===== src/rtl/dmem_arbiter.sv =====
// dmem_arbiter: shares a single-port data memory between the CPU load/store path and an external host/DMA port.
//   clk, rst_n                    clock, asynchronous active-low reset
//   cpu_load_req/cpu_stor_req     CPU requests (held until cpu_done), cpu_addr/cpu_wdata
//   cpu_rdata/cpu_done/cpu_stall  CPU load data, completion pulse, pipeline freeze
//   ext_req/ext_we/ext_addr/ext_wdata, ext_rdata/ext_ack   external port request and completion
//   mem_en/mem_we/mem_addr/mem_wdata, mem_rdata/mem_rdy     memory strobe side and answer
//   err_timeout/err_both          sticky error flags
module dmem_arbiter #(
  parameter int AW = 8,
  parameter int DW = 8,
  parameter int TIMEOUT = 15
) (
  input  logic          clk,
  input  logic          rst_n,
  input  logic          cpu_load_req,
  input  logic          cpu_stor_req,
  input  logic [AW-1:0] cpu_addr,
  input  logic [DW-1:0] cpu_wdata,
  output logic [DW-1:0] cpu_rdata,
  output logic          cpu_done,
  output logic          cpu_stall,
  input  logic          ext_req,
  input  logic          ext_we,
  input  logic [AW-1:0] ext_addr,
  input  logic [DW-1:0] ext_wdata,
  output logic [DW-1:0] ext_rdata,
  output logic          ext_ack,
  output logic          mem_en,
  output logic          mem_we,
  output logic [AW-1:0] mem_addr,
  output logic [DW-1:0] mem_wdata,
  input  logic [DW-1:0] mem_rdata,
  input  logic          mem_rdy,
  output logic          err_timeout,
  output logic          err_both
);
  typedef enum logic [1:0] {IDLE, ACC, WAIT, DONE} state_t;
  localparam logic [7:0] CNT_MAX = 8'(TIMEOUT);
  state_t state;
  logic owner_ext;
  logic last_cpu;
  logic [7:0] cnt;
  logic cpu_pend;
  logic grant_cpu;
  logic [DW-1:0] result;
  assign cpu_pend = cpu_load_req | cpu_stor_req;
  // on a tie the requester that did not win the previous grant goes first
  assign grant_cpu = cpu_pend & (~ext_req | ~last_cpu);
  // a timed-out access returns zero instead of whatever is on the bus
  assign result = mem_rdy ? mem_rdata : '0;
  assign cpu_stall = cpu_pend & ~(state == DONE & ~owner_ext);
  always_ff @(posedge clk or negedge rst_n) begin
    if (!rst_n) begin
      state       <= IDLE;
      owner_ext   <= 1'b0;
      last_cpu    <= 1'b0;
      cnt         <= '0;
      mem_en      <= 1'b0;
      mem_we      <= 1'b0;
      mem_addr    <= '0;
      mem_wdata   <= '0;
      cpu_done    <= 1'b0;
      ext_ack     <= 1'b0;
      cpu_rdata   <= '0;
      ext_rdata   <= '0;
      err_timeout <= 1'b0;
      err_both    <= 1'b0;
    end else begin
      case (state)
        IDLE: if (cpu_pend | ext_req) begin
          state     <= ACC;
          owner_ext <= ~grant_cpu;
          last_cpu  <= grant_cpu;
          mem_en    <= 1'b1;
          // a conflicting load+store from the CPU is carried out as a store
          mem_we    <= grant_cpu ? cpu_stor_req : ext_we;
          mem_addr  <= grant_cpu ? cpu_addr : ext_addr;
          mem_wdata <= grant_cpu ? cpu_wdata : ext_wdata;
          if (grant_cpu & cpu_load_req & cpu_stor_req) err_both <= 1'b1;
        end
        ACC: begin
          mem_en <= 1'b0;
          mem_we <= 1'b0;
          cnt    <= '0;
          state  <= WAIT;
        end
        WAIT: if (mem_rdy || cnt == CNT_MAX) begin
          state     <= DONE;
          cpu_done  <= ~owner_ext;
          ext_ack   <= owner_ext;
          cpu_rdata <= owner_ext ? '0 : result;
          ext_rdata <= owner_ext ? result : '0;
          if (!mem_rdy) err_timeout <= 1'b1;
        end else begin
          cnt <= cnt + 8'd1;
        end
        DONE: begin
          cpu_done  <= 1'b0;
          ext_ack   <= 1'b0;
          cpu_rdata <= '0;
          ext_rdata <= '0;
          state     <= IDLE;
        end
        default: state <= IDLE;
      endcase
    end
  end
endmodule


===== config.mk =====
export PLATFORM = sky130hd
export DESIGN_NAME = dmem_arbiter
export DESIGN_NICKNAME = d
export VERILOG_FILES = /design/src/rtl/dmem_arbiter.sv
export SDC_FILE = /design/constraint.sdc
export NUM_CORES = 1
export LEC_CHECK = 0
export ABC_AREA = 0
export CORE_UTILIZATION = 40
export CTS_CLUSTER_DIAMETER = 100
export DETAILED_ROUTE_END_ITERATION = 6
export MAX_ROUTING_LAYER = met4
export PLACE_DENSITY = 0.85
export SETUP_SLACK_MARGIN = 0.4
export SYNTH_ARGS = -nofsm -noshare
export SYNTH_HDL_FRONTEND = slang
export SYNTH_SLANG_ARGS = --single-unit

===== constraint.sdc =====
create_clock -name clk -period 1.8 [get_ports clk]
set_clock_uncertainty 0.1 [all_clocks]
set_input_delay 0.54 -clock clk [delete_from_list [all_inputs] [get_ports clk]]
set_output_delay 0.54 -clock clk [all_outputs]
set_load 0.03 [all_outputs]

==> results.json <==
{
  "dr.first_iter.drc_count": 164,
  "critPathCaptureType": "output pin",
  "start_util_pct": 42.15,
  "yosys.area.top_type": "dfrtp_1",
  "yosysMostFrequentCell": "dfrtp_1",
  "grt_max_degree": 33,
  "ctsRootBufferMaster": "clkbuf_8",
  "synth_edf_count": 0,
  "ys_ff_latch": 50,
  "seq_area_frac_synth_pct": 53.25,
  "drive_gt1_share_pct": 51.71,
  "fp-row-count": 27,
  "hold_ws_ns": 0.07747,
  "synth_area_leaders": "dfrtp_1 53%, nand2_1 7.2%, a221o_1 6.8%",
  "ant_nets": 0,
  "grt_pass1_vias": 2448,
  "finalWeightedCongestion": 0.7890,
  "multi_input_area_um2": 1331,
  "worst_ep_required_time_ns": 1.16,
  "die_h_um": 78.65,
  "syn_nets": 268,
  "cts_tree": "built",
  "hpwl_um": 4194,
  "start_kind": "register",
  "synthesis.area_um2": 2350,
  "fillers": 312,
  "final_cell_count_no_fill": 453,
  "power.leakage_nw": 2.173,
  "min_period_ns": 1.893,
  "cp.arrival_ns": 1.25,
  "via_per_inst": 5.614,
  "power_density_nw_per_um2": 1763,
  "syn_inst": 216,
  "cts_sinks": 50,
  "antenna_found_initial": 0,
  "slew_viol_final": 0,
  "hold_path.class": "in -> async",
  "ir_worst_vdd_mv": 1.167,
  "syn-mean-instance-area_um2": 10.88,
  "max_slew_margin_pct": 68.87,
  "vias": 2543,
  "synth_top_area_share_pct": 53.25,
  "critPathKind": "reg -> out",
  "synth.yosys.warnings": 0,
  "clk_latency_ns": 0.30,
  "violations": "setup timing",
  "portBuffers": 85,
  "dp.cells": 382,
  "drcViolationCount": 0,
  "wl_per_cell_um": 18.82,
  "boundaryPins": 86,
  "power.total_mw": 7.933,
  "h-tree-depth": 2,
  "worst_slack_ns": -0.09307,
  "synthTopCellsByCount": "50 x dfrtp_1, 45 x nand2_1, 16 x a221o_1, 16 x a32oi_1, 14 x and2_0",
  "dieWidth_um": 78.65,
  "clkTransAtPathRegs_ns": 0.09,
  "grt-ovfl-total": 0,
  "nNetsFinal": 432,
  "clockBufferDepth": 2,
  "tightest_slew_ns": 0.4670,
  "ys.flop_type": "dfrtp_1",
  "synthArstFlopShare_pct": 100.0,
  "cts_made_buffers": 5,
  "grt_pass1_wl_um": 11560,
  "drv_cap": 0,
  "hold_viol": 0,
  "wirelength_um": 8524,
  "die-area_um2": 6185,
  "max_freq_ghz": 0.5282,
  "setup_viol": 15,
  "cp_max_fo": 3,
  "fin_crit_sh_pct": 105.2,
  "rsz0062_at_grt": "true",
  "antennaDiodeCount": 0,
  "seq_area_um2": 1259,
  "area_growth_pct": 91.53,
  "coreArea_um2": 5574,
  "track_usage_pct": 24.87,
  "outcome": "finished, violations left",
  "dr.pass1.iters": 5,
  "post_synth_num_cell_types": 37
}
[metrics by stage]
| stage | utilization, % | setup TNS, ns | setup slack, ns | area [µm²] |
|---|---|---|---|---|
| floorplan | - | 0 | 0.06761 | 2402 |
| global placement | 62.11 | -11.97 | -0.3498 | 3462 |
| detailed placement | 62.11 | -13.07 | -0.4132 | 3462 |
| global route | 80.74 | -0.7224 | -0.1143 | 4501 |
| CTS | 74.23 | -0.03832 | -0.03832 | 4138 |
| finish | 80.74 | -0.2231 | -0.09307 | 4501 |
[final cells by class]
cell class / count / share of cell area (%)
repair buffers: 167 / 37.78
multi-input cells: 153 / 29.58
flip-flops and latches: 50 / 27.97
well taps: 72 / 2.002
clock buffers: 7 / 1.696
clock inverters: 1 / 0.6672
inverters: 3 / 0.3058
[per-layer routing]
metal | vias up | GRT usage, % | share of wire (%)
li1 | 1132 | - | -
met2 | 122 | 45.39 | 53
met3 | 36 | 3.488 | 5.2
met5 | - | - | 0
met4 | 0 | 7.593 | 3.5
met1 | 1253 | 27.95 | 38
[cells in the final DEF, fill, tap and decap left out, types with 2 or more instances in the layout]
cell	n
a21o_1	3
a221o_1	16
a32oi_1	16
and2_0	12
and2_1	3
and2_4	3
buf_12	6
buf_16	2
buf_2	4
buf_4	59
buf_6	50
buf_8	2
clkbuf_1	2
clkbuf_16	2
clkbuf_8	5
clkdlybuf4s50_1	41
dfrtp_1	44
dfrtp_2	6
ha_2	2
ha_4	3
mux2i_1	4
nand2_1	21
nand2_2	16
nand2_4	8
nand4_1	2
nor2_1	3
nor2_4	6
o211a_4	2
o211ai_1	3
o21ai_1	5
o31ai_1	2
[critical path: stages (launching register included)]
cell,delay [ns]
dfrtp_2,0.47
ha_4,0.19
a21oi_4,0.15
buf_12,0.14
[where the power goes]
part	switching [mW]	total (mW)	internal, mW
clock	0.364	0.780	0.416
sequential	0.400	1.99	1.59
combinational	2.49	5.16	2.67
[state kept, by name, summed over array words and instances, names as in the netlist]
signal and cells:
mem_wdata 8, ext_rdata 8, mem_addr 8, state 2
err_both 1, last_cpu 1, mem_en 1, ext_ack 1
cpu_rdata 8, err_timeout 1, cnt 8, mem_we 1
owner_ext 1, cpu_done 1
[logic make-up (layout without fill, tap and decap cells)]
logic type	after synthesis	after routing	share of synthesized area [%]
AND/OR/NAND/NOR	81	81	16.77
AO/OA/AOI/OAI	60	62	21.72
flip-flops	50	50	53.25
buffers and inverters	15	178	3.408
adder cells (fa/ha/maj)	5	5	2.662
multiplexers	5	5	2.183
[path summary, 6_finish.rpt]
| kind | from | endpoint | slack [ns] | cells past startpoint |
|---|---|---|---|---|
| min reg2reg | err_both | err_both | 0.39 | 1 |
| min in group clk | err_both | err_both | 0.39 | 1 |
| max in group asynchronous | rst_n | state[0] | 0.96 | 2 |
| max | state[1] | cpu_stall | -0.09 | 3 |
| max reg2reg | state[1] | mem_addr[6] | -0.01 | 7 |
| min | rst_n | ext_rdata[0] | 0.08 | 1 |
[repair_timing]
item / 4_1_cts / 5_1_grt
pin swaps: 21 / 33
setup endpoints to repair: 89 / 89
hold buffers: 0 / 0
resized for setup: 318 / 60
buffers inserted: 40 / 16
cloned: 4 / 3
Note: power is estimated with default switching activity, not from simulation.
